`config.mk`:
```
export PLATFORM = sky130hd
export DESIGN_NAME = backend_pipe_ctrl
export DESIGN_NICKNAME = d
export VERILOG_FILES = /design/src/rtl/backend_pipe_ctrl.sv
export SDC_FILE = /design/constraint.sdc
export NUM_CORES = 1
export LEC_CHECK = 0
export ABC_AREA = 0
export BUFFER_PORTS_ARGS = -buffer_cell sky130_fd_sc_hd__buf_2
export CAP_MARGIN = 5
export CORE_ASPECT_RATIO = 1.1
export CORE_UTILIZATION = 41
export DETAILED_ROUTE_END_ITERATION = 8
export SYNTH_ARGS = -nofsm -noshare
export SYNTH_HDL_FRONTEND = slang
export SYNTH_SLANG_ARGS = --single-unit
```
`constraint.sdc`:
```
create_clock -name clk -period 5.2 [get_ports clk]
set_input_delay 0.78 -clock clk [delete_from_list [all_inputs] [get_ports clk]]
set_output_delay 0.78 -clock clk [all_outputs]
set_load 0.05 [all_outputs]
```
`src/rtl/backend_pipe_ctrl.sv`:
```
`default_nettype none
//============================================================================
//  Module   : backend_pipe_ctrl
//  Brief    : Central stall/flush sequencer for the backend. In RUN it turns
//             issue-queue, free-list and ROB back-pressure into per-stage
//             pauses. A commit-side flush runs one FLUSH cycle followed by
//             RECOVER_CYCLES cycles of rename-map recovery before the pipe is
//             released. Saturating stall and flush counters are kept.
//  Revision : 1.0  initial release
//----------------------------------------------------------------------------
//  Ports
//    clk, rst                  clock / asynchronous active-low reset
//    rename_allocatable        free list can supply two PRFs
//    rob_full                  ROB cannot take an instruction pair
//    dispatch_req_{alu,lsu,mdu} pair needs the corresponding issue queue
//    {alu,lsu,mdu}_queue_ready issue queue has room for the pair
//    commit_flush_req          flush pulse from commit, with commit_redirect_pc
//    perf_clr                  synchronous clear of the perf counters
//    pause_decode_rename       hold decode->rename registers
//    pause_rename_dispatch     hold rename_dispatch_reg, suppress queue writes
//    fe_pause_req              pause request to the front end
//    flush_frontend/backend    flush strobes, asserted for the FLUSH cycle
//    recover                   restore rename map from the committed map
//    fe_redirect_valid/pc      fetch redirect (pc is the captured flush PC)
//    ctrl_state                FSM state for debug (RUN=0 FLUSH=1 RECOVER=2)
//    perf_stall_iq/rename      saturating stall-cycle counters
//    perf_flush_cnt            saturating count of accepted flushes
//============================================================================
module backend_pipe_ctrl #(
    parameter int RECOVER_CYCLES = 2,
    parameter int PERF_W         = 32
) (
    input  logic              clk,
    input  logic              rst,
    input  logic              rename_allocatable,
    input  logic              rob_full,
    input  logic              dispatch_req_alu,
    input  logic              dispatch_req_lsu,
    input  logic              dispatch_req_mdu,
    input  logic              alu_queue_ready,
    input  logic              lsu_queue_ready,
    input  logic              mdu_queue_ready,
    input  logic              commit_flush_req,
    input  logic [31:0]       commit_redirect_pc,
    input  logic              perf_clr,
    output logic              pause_decode_rename,
    output logic              pause_rename_dispatch,
    output logic              fe_pause_req,
    output logic              flush_frontend,
    output logic              flush_backend,
    output logic              recover,
    output logic              fe_redirect_valid,
    output logic [31:0]       fe_redirect_pc,
    output logic [1:0]        ctrl_state,
    output logic [PERF_W-1:0] perf_stall_iq,
    output logic [PERF_W-1:0] perf_stall_rename,
    output logic [15:0]       perf_flush_cnt
);

    typedef enum logic [1:0] {
        ST_RUN     = 2'd0,
        ST_FLUSH   = 2'd1,
        ST_RECOVER = 2'd2,
        ST_ILLEGAL = 2'd3
    } state_t;

    localparam logic [3:0] C_REC_LAST = 4'(RECOVER_CYCLES - 1);

    state_t      r_state;
    state_t      w_state_next;
    logic [3:0]  r_rec_cnt;
    logic [3:0]  w_rec_cnt_next;
    logic [31:0] r_redirect_pc;
    logic [PERF_W-1:0] r_stall_iq;
    logic [PERF_W-1:0] r_stall_rename;
    logic [15:0] r_flush_cnt;

    logic w_iq_stall;
    logic w_rn_stall;
    logic w_in_run;
    logic w_flush_take;

    assign w_iq_stall = (dispatch_req_alu & ~alu_queue_ready) |
                        (dispatch_req_lsu & ~lsu_queue_ready) |
                        (dispatch_req_mdu & ~mdu_queue_ready);
    assign w_rn_stall = ~rename_allocatable | rob_full;
    assign w_in_run   = (r_state == ST_RUN);
    assign w_flush_take = (w_state_next == ST_FLUSH);

    // Next-state and outputs. A flush request in any legal state restarts the
    // sequence, which also covers a flush landing on the RECOVER->RUN cycle.
    always_comb begin
        w_state_next          = r_state;
        w_rec_cnt_next        = r_rec_cnt;
        pause_decode_rename   = 1'b0;
        pause_rename_dispatch = 1'b0;
        fe_pause_req          = 1'b0;
        flush_frontend        = 1'b0;
        flush_backend         = 1'b0;
        recover               = 1'b0;
        fe_redirect_valid     = 1'b0;

        case (r_state)
            ST_RUN: begin
                pause_rename_dispatch = w_iq_stall;
                pause_decode_rename   = w_iq_stall | w_rn_stall;
                fe_pause_req          = w_iq_stall | w_rn_stall;
                if (commit_flush_req) begin
                    w_state_next = ST_FLUSH;
                end
            end
            ST_FLUSH: begin
                flush_frontend        = 1'b1;
                flush_backend         = 1'b1;
                fe_redirect_valid     = 1'b1;
                pause_rename_dispatch = 1'b1;
                pause_decode_rename   = 1'b1;
                fe_pause_req          = 1'b1;
                w_state_next          = commit_flush_req ? ST_FLUSH : ST_RECOVER;
                w_rec_cnt_next        = 4'd0;
            end
            ST_RECOVER: begin
                recover               = 1'b1;
                pause_rename_dispatch = 1'b1;
                pause_decode_rename   = 1'b1;
                fe_pause_req          = 1'b1;
                w_rec_cnt_next        = r_rec_cnt + 4'd1;
                if (commit_flush_req) begin
                    w_state_next   = ST_FLUSH;
                    w_rec_cnt_next = 4'd0;
                end else if (r_rec_cnt == C_REC_LAST) begin
                    w_state_next = ST_RUN;
                end
            end
            default: begin
                w_state_next = ST_RUN;
            end
        endcase

        // Reset forces every output low without waiting for a clock edge,
        // including the combinational RUN pauses.
        if (!rst) begin
            pause_decode_rename   = 1'b0;
            pause_rename_dispatch = 1'b0;
            fe_pause_req          = 1'b0;
            flush_frontend        = 1'b0;
            flush_backend         = 1'b0;
            recover               = 1'b0;
            fe_redirect_valid     = 1'b0;
        end
    end

    always_ff @(posedge clk or negedge rst) begin
        if (!rst) begin
            r_state       <= ST_RUN;
            r_rec_cnt     <= 4'd0;
            r_redirect_pc <= 32'd0;
        end else begin
            r_state   <= w_state_next;
            r_rec_cnt <= w_rec_cnt_next;
            if (w_flush_take) begin
                r_redirect_pc <= commit_redirect_pc;
            end
        end
    end

    // Saturating performance counters; clear beats any increment.
    always_ff @(posedge clk or negedge rst) begin
        if (!rst) begin
            r_stall_iq     <= '0;
            r_stall_rename <= '0;
            r_flush_cnt    <= 16'd0;
        end else if (perf_clr) begin
            r_stall_iq     <= '0;
            r_stall_rename <= '0;
            r_flush_cnt    <= 16'd0;
        end else begin
            if (w_in_run && w_iq_stall && (r_stall_iq != '1)) begin
                r_stall_iq <= r_stall_iq + 1'b1;
            end
            if (w_in_run && w_rn_stall && !w_iq_stall && (r_stall_rename != '1)) begin
                r_stall_rename <= r_stall_rename + 1'b1;
            end
            if (w_flush_take && (r_flush_cnt != 16'hFFFF)) begin
                r_flush_cnt <= r_flush_cnt + 16'd1;
            end
        end
    end

    assign fe_redirect_pc    = r_redirect_pc;
    assign ctrl_state        = r_state;
    assign perf_stall_iq     = r_stall_iq;
    assign perf_stall_rename = r_stall_rename;
    assign perf_flush_cnt    = r_flush_cnt;

endmodule
`default_nettype wire
```
# [Yosys cells after proc, flatten, opt, wreduce, memory -nomap -nowiden]
# Index checks and enable logic that the tools add are counted.
[op_classes] addsub=4 n_eq_ne=7 mux=21 n_bitwise=11 n_reduce_logical=13
[op_table] operator="32-bit two-way mux" n=4
[op_table] operator="32-bit by 1-bit adder with 32-bit output (second input constant)" n=2
[op_table] operator="32-bit != test (second input constant)" n=2
[op_table] operator="16-bit two-way mux" n=2
[op_table] operator="16-bit by 1-bit adder with 16-bit output (second input constant)" n=1
[op_table] operator="16-bit != test (second input constant)" n=1
[op_table] operator="2-bit two-way mux" n=4
[op_table] operator="4-bit case mux with 2 select lines" n=1
[op_table] operator="2-bit nonzero test" n=4
[op_table] operator="1-bit logical AND" n=6
[op_table] operator="1-bit two-way mux" n=6
[op_table] operator="2-bit case mux with 3 select lines" n=1
[op_table] operator="4-bit by 1-bit adder with 4-bit output (second input constant)" n=1
[op_table] operator="2-bit by 1-bit == test with 1-bit output (second input constant)" n=2
[op_table] operator="4-bit by 1-bit == test with 1-bit output (second input constant)" n=1
[op_table] operator="4-bit two-way mux" n=1
[op_table] operator="1-bit NOT" n=4
[op_table] operator="1-bit bitwise OR" n=4
[op_table] operator="1-bit case mux with 2 select lines" n=2
[op_table] operator="1-bit AND" n=3
[op_table] operator="2-bit == test (second input constant)" n=1
[op_table] operator="2-bit zero test" n=1
[op_table] operator="2-bit OR reduction" n=1
[op_table] operator="1-bit zero test" n=1
[totals] regBits=118 input_bits=44 out_inout_bits=121 word_cells=62

# [Longest topological paths before layout]
# Gate-level depths: netlist of run 1.
[depth] ltp_word=9 depth_mapped=9 mapped_depth_nobuf=7

# [Least setup slack after synthesis of run 1]
# Ideal clock, no wire load.
[synth_timing] path_type="in2out" from="input port dispatch_req_mdu" to="output port pause_decode_rename" arrival_ns=2.495 required_ns=4.420 slack_ns=1.925 path_stages=6 n_path_buf=2 cell_sequence="nor2b_1 -> o31a_1 -> clkbuf_1 -> o211a_1 -> a31o_2 -> buf_4"
[synth_between] elab_chain_len=5
[synth_lines] element="start: declaration" line_no="39" rtl="input logic dispatch_req_mdu,"
[synth_lines] element="1-bit AND" line_no="85" rtl="(dispatch_req_mdu & ~mdu_queue_ready);"
[synth_lines] element="1-bit bitwise OR" line_no="84" rtl="(dispatch_req_lsu & ~lsu_queue_ready) |"
[synth_lines] element="1-bit bitwise OR"
[synth_lines] element="1-bit case mux with 2 select lines"
[synth_lines] element="1-bit two-way mux"
[synth_lines] element="end: declaration" line_no="46" rtl="output logic pause_decode_rename,"
# Every way passes these cells.

# [Final worst setup path of run 1]
[layout_timing] from="register r_state[1] (netlist: ctrl_state[1])" to="output port fe_pause_req"
[layout_between] elab_chain_len=4 elab_cells_between_ends=6 classes_between="eq/ne: 2; mux: 2; reduce/logical: 2"
[layout_lines] element="start: declaration" line_no="69" rtl="state_t r_state;"
[layout_lines] element="start signal: assignment" line_no="159" rtl="r_state <= w_state_next;"
[layout_lines] element="2-bit == test or 2-bit by 1-bit == test with 1-bit output (tied branches)" line_no="103" rtl="case (r_state)"
[layout_lines] element="2-bit OR reduction (no source line)"
[layout_lines] element="1-bit case mux with 2 select lines *" line_no="103"
[layout_lines] element="1-bit two-way mux *" line_no="142" rtl="if (!rst) begin"
[layout_lines] element="end: declaration" line_no="48" rtl="output logic fe_pause_req,"
# Every way passes the cells marked *; elsewhere a longest branch is shown, timed or not.

==> results.py, run 1 <==
metrics = {
    "run_status": {
        "outcome": "finished, final reports clean",
    },
    "timing": {
        "fmax_mhz": 292,
        "timing.final.ws_setup_ns": 1.77,
        "finalHoldViolations": 0,
        "slew_viol_final": 0,
        "period_needed_ns": 3.43,
        "post-route-period-util_pct": 66.0,
        "slew_headroom_pct": 24.0,
        "rsz0062_at_grt": "false",
        "tns_ns": 0,
        "skew_ns": 0.0131,
        "final-setup-viol-count": 0,
        "worstMarginPinSlew_ns": 1.14,
    },
    "worst_setup_path": {
        "required_ns": 4.42,
        "critPathKind": "flop to primary output",
        "r2r_setup_slack_ns": 1.97,
        "arrival_ns": 2.65,
        "r2r_start": "ctrl_state[1]$_DFF_PN0_",
        "crit_start": "ctrl_state[1]$_DFF_PN0_",
        "cp-end-kind": "primary output",
        "crit_end": "fe_pause_req",
        "start_kind": "flop",
        "r2r_cells": 8,
        "worstReg2RegEnd": "perf_flush_cnt[11]$_DFFE_PN0P_",
        "crit_path_max_fanout": 10,
    },
    "finish": {
        "design_area_um2": 7980,
        "antenna_cells": 0,
        "fill_cells": 1414,
        "final_nets": 924,
        "final_layout_size_suffix_gt1_share_pct": 26.7,
        "final_util_pct": 52.6,
        "syn2layout_area_growth_pct": 24.7,
    },
    "clocking": {
        "cts_resized": 0,
        "clk_latency_ns": 0.41,
        "clkSinkCount": 118,
        "clockBufferDepth": 2,
        "cts_root_buf": "clkbuf_16",
        "cts_tree": "yes",
        "cts.clk_slew.worst_paths_ns": 0.05,
        "hold_buffers": 0,
        "cts_setup_buffers": 0,
        "cts_buffers": 17,
        "htree_num_levels": 4,
    },
    "synthesis": {
        "yosys.area.top_type": "dfrtp_1",
        "synthAdderAreaFrac_pct": 1.76,
        "synthSimpleGateAreaFrac_pct": 32.4,
        "synth_top_family_by_area": "simple AND/OR/NAND/NOR gates",
        "synth.distinct_cells": 50,
        "synth-main-ff-cell": "dfrtp_1",
        "synth_xor_area_share_pct": 0,
        "yosysWarnings": 0,
        "synth_nets": 775,
        "post-synth-top-count-cell": "nand2_1",
        "postSynthCellCount": 722,
        "muxShareOfSynthArea_pct": 3.70,
        "synth_top_area_share_pct": 46.2,
        "syn_area_um2": 6400,
        "ys_seq_area_share_pct": 46.2,
        "synth_common_cells": "nand2_1, dfrtp_1, a21oi_1",
        "ys_async_sr_fraction_pct": 100,
        "synth_compound_area_share_pct": 12.4,
        "ys_seq_elements": 118,
        "synthTopCellsByArea": "dfrtp_1, nand2_1, a21oi_1, or4_1, mux2_2",
        "synth_edf_count": 0,
        "syn_avg_cell_area_um2": 8.86,
    },
    "place": {
        "place_hpwl_um": 11400,
        "port_buffers": 164,
        "place_ws_ns": 1.96,
        "place_area_um2": 7350,
        "gp_congestion": 0.810,
    },
    "pwr": {
        "cellInternalPower_uw": 2250,
        "pwr-share-seq_pct": 30.0,
        "power_density_nw_per_um2": 491,
        "power_uw": 3920,
        "p_leak_uw": 0.00372,
        "p_switching_uw": 1670,
        "ir_drop_v": 0.000329,
        "switching_share_pct": 42.7,
        "p_clk_share_pct": 31.8,
        "p_comb_share_pct": 38.3,
    },
    "floorplanning": {
        "die-area_um2": 16100,
        "initial_core_util_pct": 42.2,
        "die_w_um": 121,
        "dieHeight_um": 133,
        "coreArea_um2": 15200,
        "rows": 47,
        "num_io_pins": 165,
    },
    "route": {
        "drt_pass1_iterations": 4,
        "wl_per_cell_um": 15.7,
        "remaining_drc_errors": 0,
        "final_antenna_net_count": 0,
        "initialDrtViolationCount": 433,
        "vias": 6093,
        "vias_per_cell": 5.64,
        "wirelength_um": 16900,
    },
    "global_routing": {
        "grt_max_degree": 65,
        "grt_pass1_wl_um": 27900,
        "grtUsageTotal_pct": 21.5,
        "grt_antenna_before_repair": 0,
        "grt_pass1_vias": 5790,
        "grt_remaining_overflow": 0,
    },
    "worst_hold_path": {
        "hold_path_class": "input pin to asynchronous set/reset pin",
    },
    "flow_run": {
        "maxCapViolations": 0,
    },
}
critical path: stages, from the launching register on:
cell      delay [ns]
dfrtp_1         0.45
inv_1           0.12
ha_1            0.34
a21boi_1        0.81
a31o_2          0.27
buf_2           0.26
metrics by stage:
step / instances / hold slack (ns)
CTS: 1080 / 0.462
global route: 1080 / 0.495
detailed placement: 1048 / 0.462
global placement: 1048 / 0.452
finish: 1080 / 0.446
floorplan: 722 / 0.473
placed cells by master, fill, tap and decap left out, drive strengths merged, types with 8 or more instances in the layout:
cell,synthesis,final
a21oi,54,54
and3,9,9
and4,8,8
buf,15,170
clkbuf,25,23
dfrtp,118,118
ha,9,9
inv,13,13
mux2,21,21
nand2,134,134
nand3,37,37
nand4,24,24
nor2,36,36
nor2b,26,26
nor3,15,15
nor4,13,13
o21ai,31,31
o31ai,30,30
or3,27,27
or4,33,33
flip-flops by register name (all words and copies together), names as in the netlist:
name,cells
perf_stall_rename,32
perf_stall_iq,32
perf_flush_cnt,16
r_rec_cnt,4
ctrl_state,2
fe_redirect_pc,32
cell families (layout without fill, tap and decap cells):
kind of cell               Yosys count  after routing
DFF                                118            118
buffers and inverters               53            215
muxes                               21             21
adders and majority gates            9              9
and+or+nand+nor                    389            389
AOI/OAI and AO/OA                  132            132
power by group through the flow:
| stage | sequential [µW] | clock [µW] | combinational (µW) |
|---|---|---|---|
| detailed placement | 1180 | 0 | 1510 |
| global route | 1200 | 1310 | 1630 |
| finish | 1170 | 1250 | 1500 |
| CTS | 1170 | 1270 | 1510 |
| floorplan | 1670 | 0 | 645 |
| global placement | 1180 | 0 | 1470 |
worst min-delay path by stage:
stage                                        start                                 to  slack, ns  cells past startpoint
CTS                                            rst  perf_stall_rename[23]$_DFFE_PN0P_       0.46                      1
global route                                   rst  perf_stall_rename[23]$_DFFE_PN0P_       0.49                      1
detailed placement   fe_redirect_pc[5]$_DFFE_PN0N_      fe_redirect_pc[5]$_DFFE_PN0N_       0.46                      2
floorplan                 r_rec_cnt[3]$_DFFE_PN0N_           r_rec_cnt[3]$_DFFE_PN0N_       0.47                      1
finish                                         rst  perf_stall_rename[23]$_DFFE_PN0P_       0.45                      1
global placement    fe_redirect_pc[12]$_DFFE_PN0N_     fe_redirect_pc[12]$_DFFE_PN0N_       0.45                      2
area by class of cell:
cell class	count	area (µm²)	area share (%)
inverters	13	48.8	0.612
repair buffers	170	868	10.9
clock inverters	9	148	1.85
multi-input cells	551	3240	40.6
clock buffers	23	478	5.99
flip-flops and latches	118	2950	37.0
well taps	196	245	3.07
layer usage:
layer / global-route usage, % / share of wire [%]
met5: 0 / 0
met1: 27.7 / 46
met3: 4.83 / 4.9
met2: 35.0 / 48
met4: 8.37 / 1.3
(Power assumes the default switching activity.)
==> inputs of run 2 (changes only) <==
==> constraint.sdc (replaced) <==
create_clock -name clk -period 3.54 [get_ports clk]
set_input_delay 0.531 -clock clk [delete_from_list [all_inputs] [get_ports clk]]
set_output_delay 0.531 -clock clk [all_outputs]
set_load 0.05 [all_outputs]
==> run 2 against run 1 <==
  * Worst setup slack worse by 1.1 ns
  * Critical path depth up 1
  * Count of clock-buffer cells in the layout down 6
  * Sequential cell count unchanged
  * Sequential share of layout area down 0.10 points
  * Die area unchanged
  * Wire length down 1.3%
  * Cell area up 0.28%
  * Non-clock buffer count up 5
  * Critical path type unchanged
  * Critical endpoint unchanged
==> results.py, run 2 (synthesis results as in run 1) <==
metrics = {
    "global_routing": {
        "grt_remaining_overflow": 0,
        "grt_max_degree": 64,
        "grt.busiest_layer": "met2",
        "grt_use_met1_pct": 27.8,
        "use_met3_pct": 4.96,
        "grt_pass1_vias": 5605,
        "grtUsageTotal_pct": 21.4,
        "gr-usage-met2_pct": 34.9,
        "grt_antenna_before_repair": 0,
        "grt_pass1_wl_um": 27600,
    },
    "finish": {
        "mostFrequentLayoutCell": "buf_2",
        "antenna_cells": 0,
        "layout_common_cells": "buf_2, nand2_1, dfrtp_1",
        "final_layout_size_suffix_gt1_share_pct": 27.3,
        "final_nets": 929,
        "syn2layout_area_growth_pct": 25.1,
    },
    "clocking": {
        "cts_root_buf": "clkbuf_16",
        "cts_buffers": 17,
        "htree_num_levels": 4,
        "cts_setup_buffers": 0,
        "clockBufferDepth": 2,
        "cts.clk_slew.worst_paths_ns": 0.06,
        "cts_tree": "yes",
        "clkSinkCount": 118,
        "clk_latency_ns": 0.41,
    },
    "floorplanning": {
        "initial_core_util_pct": 42.2,
        "coreArea_um2": 15200,
        "die_w_um": 121,
        "num_io_pins": 165,
        "rows": 47,
        "dieHeight_um": 133,
        "die-area_um2": 16100,
    },
    "worst_setup_path": {
        "crit_chain": "inv_1 -> ha_1 -> o31a_1 -> o211a_1 -> a31o_2 -> buf_2",
        "crit_family": "compound AO/OA/AOI/OAI gates",
        "crit_path_max_fanout": 11,
        "cp-end-kind": "primary output",
        "arrival_ns": 2.38,
        "critPathKind": "flop to primary output",
        "cpMaxStageDelayCell": "o31a_1",
        "required_ns": 3.01,
        "worst-path-buf-inv": 2,
        "slowest_delay_ns": 0.51,
        "start_kind": "flop",
    },
    "timing": {
        "skew_ns": 0.00818,
        "slew_headroom_pct": 42.0,
        "post-route-period-util_pct": 82.3,
        "rsz0062_at_grt": "false",
        "worstMarginPinSlew_ns": 0.870,
        "tns_ns": 0,
        "finalHoldViolations": 0,
        "final-setup-viol-count": 0,
        "holdWs_ns": 0.302,
        "slew_viol_final": 0,
        "fmax_mhz": 343,
        "period_needed_ns": 2.91,
    },
    "route": {
        "final_antenna_net_count": 0,
        "vias": 6045,
        "wl_per_cell_um": 15.4,
        "remaining_drc_errors": 0,
        "drt_pass1_iterations": 4,
        "vias_per_cell": 5.57,
        "initialDrtViolationCount": 346,
        "wirelength_um": 16700,
    },
    "pwr": {
        "p_leak_uw": 0.00373,
        "power_density_nw_per_um2": 710,
        "ir_drop_v": 0.000543,
    },
    "worst_hold_path": {
        "hold_path_class": "input pin to flop",
    },
    "flow_run": {
        "maxCapViolations": 0,
    },
    "place": {
        "gp_congestion": 0.823,
        "place_hpwl_um": 11700,
        "port_buffers": 164,
    },
    "run_status": {
        "outcome": "finished, final reports clean",
    },
}
run 2: cell types whose count changed in the layout (fill, tap and decap cells not counted), sizes merged:
cell / previous run / this run
inv: 13 / 19
clkinvlp: 1 / 3
bufinv: 4 / 2
clkbuf: 23 / 17
dlygate4sd3: 0 / 1
buf: 170 / 174
run 2: repair_timing:
| action | 4_1_cts | 5_1_grt |
|---|---|---|
| hold endpoints to repair | 6 | 0 |
| gates resized for setup | 0 | 0 |
| hold buffers | 1 | 0 |
run 2: cell type report:
type,instances,area (µm²)
fill,1444,7170
multi-input combinational,551,3240
sequential,118,2950
timing repair buffer,175,921
clock buffer,17,425
tap,196,245
clock inverter,15,170
inverter,13,48.8
run 2: metrics by stage:
| step | std cells | total power (µW) | cell area (µm²) | utilization (%) | setup WS, ns |
|---|---|---|---|---|---|
| after floorplan | 722 | 3400 | 6400 | - | 0.525 |
| after global placement | 1052 | 3910 | 7400 | 48.7 | 0.872 |
| after detailed placement | 1052 | 3990 | 7400 | 48.7 | 0.729 |
| after CTS | 1085 | 5740 | 8000 | 52.7 | 0.594 |
| after global routing | 1085 | 6000 | 8000 | 52.7 | 0.428 |
| final | 1085 | 5680 | 8000 | 52.7 | 0.627 |
run 2: path summary, 6_finish.rpt:
check                                                  to  depth (start not counted)                           start  slack, ns
max                                          fe_pause_req                          6         ctrl_state[1]$_DFF_PN0_       0.63
max in group asynchronous  fe_redirect_pc[26]$_DFFE_PN0N_                          3                             rst       2.03
min in group asynchronous         ctrl_state[0]$_DFF_PN0_                          2                             rst       0.49
max reg2reg                fe_redirect_pc[12]$_DFFE_PN0N_                          8         ctrl_state[1]$_DFF_PN0_       0.76
min                        fe_redirect_pc[28]$_DFFE_PN0N_                          3          commit_redirect_pc[28]       0.30
min reg2reg                fe_redirect_pc[18]$_DFFE_PN0N_                          2  fe_redirect_pc[18]$_DFFE_PN0N_       0.47
run 2: report_power, final:
group          leakage (µW)  total, µW  internal (µW)  switching (µW)
logic               0.00186       2230            514            1720
registers           0.00159       1720           1580             144
clock network      0.000282       1730           1050             676
run 2: metal layers:
layer	routed length (µm)	vias up
li1	-	2931
met1	7410	2936
met2	8230	165
met3	915	13
met4	173	0
met5	0	-
run 2: worst register-to-register path: stages (launching register included):
cell	delay [ns]
dfrtp_1	0.43
inv_1	0.10
ha_1	0.34
nor2_1	0.09
o32ai_1	0.58
o21a_1	0.59
buf_4	0.40
nand2_1	0.13
nand2_1	0.07
==> inputs of run 3 (changes only) <==
--- a/config.mk
+++ b/config.mk
@@ -5,7 +5,7 @@
 export SDC_FILE = /design/constraint.sdc
 export NUM_CORES = 1
 export LEC_CHECK = 0
-export ABC_AREA = 0
+export ABC_AREA = 1
 export BUFFER_PORTS_ARGS = -buffer_cell sky130_fd_sc_hd__buf_2
 export CAP_MARGIN = 5
 export CORE_ASPECT_RATIO = 1.1
==> constraint.sdc (replaced) <==
create_clock -name clk -period 3 [get_ports clk]
set_input_delay 0.45 -clock clk [delete_from_list [all_inputs] [get_ports clk]]
set_output_delay 0.45 -clock clk [all_outputs]
set_load 0.05 [all_outputs]
==> run 3 against run 2 <==
  * Global-route usage is 1.6 points higher
  * Non-clock buffer count is 2 lower
  * Count of clock-buffer cells in the layout is 2 higher
  * Synthesized area is 14% higher
  * Critical path depth is 1 lower
  * Combinational power is 21% higher
  * Wire length is 19% higher
  * Cell count is 33% higher
  * Critical endpoint unchanged
  * Worst setup slack better by 0.030 ns
  * Highest routed layer unchanged
  * Sequential power is 19% higher
  * Hold slack worse by 0.052 ns
==> results.py, run 3 <==
metrics = {
    "run_status": {
        "outcome": "finished, final reports clean",
    },
    "clocking": {
        "cts_root_buf": "clkbuf_16",
        "cts.clk_slew.worst_paths_ns": 0.06,
        "clockBufferDepth": 2,
        "cts_tree": "yes",
        "clk_latency_ns": 0.42,
        "cts_setup_buffers": 0,
        "clkSinkCount": 118,
        "cts_buffers": 17,
        "htree_num_levels": 4,
    },
    "global_routing": {
        "grtUsageTotal_pct": 23.1,
        "grt_max_degree": 107,
        "grt_remaining_overflow": 0,
        "grt_pass1_wl_um": 33100,
        "grt_antenna_before_repair": 0,
        "grt_pass1_vias": 6650,
    },
    "route": {
        "initialDrtViolationCount": 391,
        "drt_pass1_iterations": 5,
        "vias_per_cell": 4.91,
        "wl_per_cell_um": 13.7,
        "remaining_drc_errors": 0,
        "vias": 7106,
        "final_antenna_net_count": 0,
        "wirelength_um": 19900,
    },
    "synthesis": {
        "ys_async_sr_fraction_pct": 100,
        "post-synth-top-count-cell": "nand2_1",
        "synth_common_cells": "nand2_1, nor2_1, nand3_1",
        "syn_avg_cell_area_um2": 7.00,
        "synth-main-ff-cell": "dfrtp_1",
        "synth.distinct_cells": 42,
        "synthTopCellsByArea": "dfrtp_1, nand2_1, nand3_1, nor2_1, inv_1",
        "yosys.area.top_type": "dfrtp_1",
        "synth_top_area_share_pct": 40.5,
        "yosysWarnings": 0,
        "synth_nets": 1095,
        "syn_area_um2": 7290,
        "ys_seq_elements": 118,
        "postSynthCellCount": 1042,
        "ys_seq_area_share_pct": 40.5,
        "synth_edf_count": 0,
    },
    "finish": {
        "final_nets": 1254,
        "antenna_cells": 0,
        "syn2layout_area_growth_pct": 22.0,
        "final_layout_size_suffix_gt1_share_pct": 21.2,
        "seqCellArea_um2": 2950,
        "multiInputGateArea_um2": 3760,
        "fill_cells": 1717,
        "mostFrequentLayoutCell": "nand2_1",
        "layout_common_cells": "nand2_1, buf_2, nor2_1",
        "design_area_um2": 8900,
    },
    "worst_setup_path": {
        "worstReg2RegEnd": "perf_stall_rename[31]$_DFFE_PN0P_",
        "cpMaxStageDelayCell": "dfrtp_1",
        "arrival_ns": 1.89,
        "crit_chain": "inv_1 -> ha_1 -> inv_1 -> a31oi_1 -> buf_2",
        "required_ns": 2.55,
        "critPathKind": "flop to primary output",
        "r2r_cells": 9,
        "crit_family": "buffers and inverters",
        "worst-path-buf-inv": 3,
        "r2r_setup_slack_ns": 0.88,
        "start_kind": "flop",
        "crit_top_cell": "inv_1",
        "cp-end-kind": "primary output",
        "slowest_delay_ns": 0.41,
        "r2r_start": "ctrl_state[0]$_DFF_PN0_",
        "crit_path_max_fanout": 6,
    },
    "pwr": {
        "p_leak_uw": 0.00449,
        "switching_share_pct": 44.0,
        "p_comb_share_pct": 39.0,
        "p_clk_share_pct": 31.4,
        "pwr-share-seq_pct": 29.5,
        "p_switching_uw": 3030,
        "power_density_nw_per_um2": 774,
        "ir_drop_v": 0.000724,
        "cellInternalPower_uw": 3860,
    },
    "place": {
        "gp_congestion": 0.923,
        "place_area_um2": 8270,
        "port_buffers": 164,
        "place_hpwl_um": 14300,
    },
    "flow_run": {
        "maxCapViolations": 0,
    },
    "timing": {
        "post-route-period-util_pct": 78.1,
        "slew_headroom_pct": 55.6,
        "period_needed_ns": 2.34,
        "skew_ns": 0.0111,
        "tns_ns": 0,
        "finalHoldViolations": 0,
        "holdWs_ns": 0.250,
        "worstMarginPinSlew_ns": 0.666,
        "rsz0062_at_grt": "false",
        "final-setup-viol-count": 0,
        "fmax_mhz": 427,
        "slew_viol_final": 0,
    },
    "floorplanning": {
        "initial_core_util_pct": 42.4,
        "num_io_pins": 165,
        "die-area_um2": 18300,
        "dieHeight_um": 142,
        "rows": 50,
        "coreArea_um2": 17200,
        "die_w_um": 129,
    },
    "worst_hold_path": {
        "hold_path_end": "fe_redirect_pc[26]$_DFFE_PN0N_",
        "hold_path_class": "input pin to flop",
        "min_path_cells": 3,
        "worstHoldStart": "commit_redirect_pc[26]",
    },
}
==> run 3: worst max path at each step <==
stage	startpoint	end	slack [ns]	depth (start not counted)
global route	ctrl_state[0]$_DFF_PN0_	pause_decode_rename	0.46	5
detailed placement	ctrl_state[0]$_DFF_PN0_	perf_stall_rename[31]$_DFFE_PN0P_	0.91	9
finish	ctrl_state[0]$_DFF_PN0_	fe_pause_req	0.66	5
floorplan	ctrl_state[0]$_DFF_PN0_	pause_decode_rename	0.03	5
CTS	ctrl_state[0]$_DFF_PN0_	fe_pause_req	0.62	5
global placement	ctrl_state[0]$_DFF_PN0_	perf_stall_rename[7]$_DFFE_PN0P_	0.93	9
==> run 3: repair_timing <==
item / 4_1_cts / 5_1_grt
resized for setup: 0 / 0
hold buffers: 1 / 0
hold endpoints to repair: 12 / 0
==> run 3: power groups by stage <==
stage	Clock, µW	Combinational (µW)	Sequential (µW)
6_report	2170	2690	2040
5_1_grt	2280	2960	2080
4_1_cts	2210	2730	2040
3_5_place_dp	0	2740	2050
3_3_place_gp	0	2690	2060
2_1_floorplan	0	1230	2940
==> run 3: through the flow <==
| stage | total power [µW] | worst slack, ns | std cells | util [%] |
|---|---|---|---|---|
| global placement | 4750 | 0.927 | 1415 | 48.1 |
| global route | 7320 | 0.455 | 1448 | 51.7 |
| floorplan | 4170 | 0.0253 | 1042 | - |
| detailed placement | 4790 | 0.908 | 1415 | 48.1 |
| CTS | 6980 | 0.617 | 1448 | 51.7 |
| finish | 6890 | 0.658 | 1448 | 51.7 |
==> run 3: cell families after synthesis <==
kind of cell,after synthesis,synth area share [%]
AOI/OAI and AO/OA,56,5.09
xor gates and xnor gates,30,3.60
adders and majority gates,9,1.54
buffers and inverters,127,8.01
DFF,118,40.5
muxes,1,0.137
and+or+nand+nor,701,41.1
==> run 3: per-layer routing <==
metal | vias to the layer above | track usage (%) | part of all wire (%)
li1 | 3615 | - | -
met1 | 3292 | 30.5 | 46
met2 | 173 | 36.7 | 46
met3 | 26 | 6.03 | 5.5
met4 | 0 | 7.18 | 1.6
met5 | - | 0 | 0
==> run 3: cell type report <==
cell class,instances,share of cell area (%)
clock buffer,19,4.98
clock inverter,13,2.02
inverter,94,4.16
multi-input combinational,797,42.2
sequential,118,33.2
tap,234,3.29
timing repair buffer,173,10.2
==> run 3: tightest hold or removal path, cell delays in order <==
cell	delay (ns)
buf_2	0.07
nand3_1	0.06
nand2_1	0.06
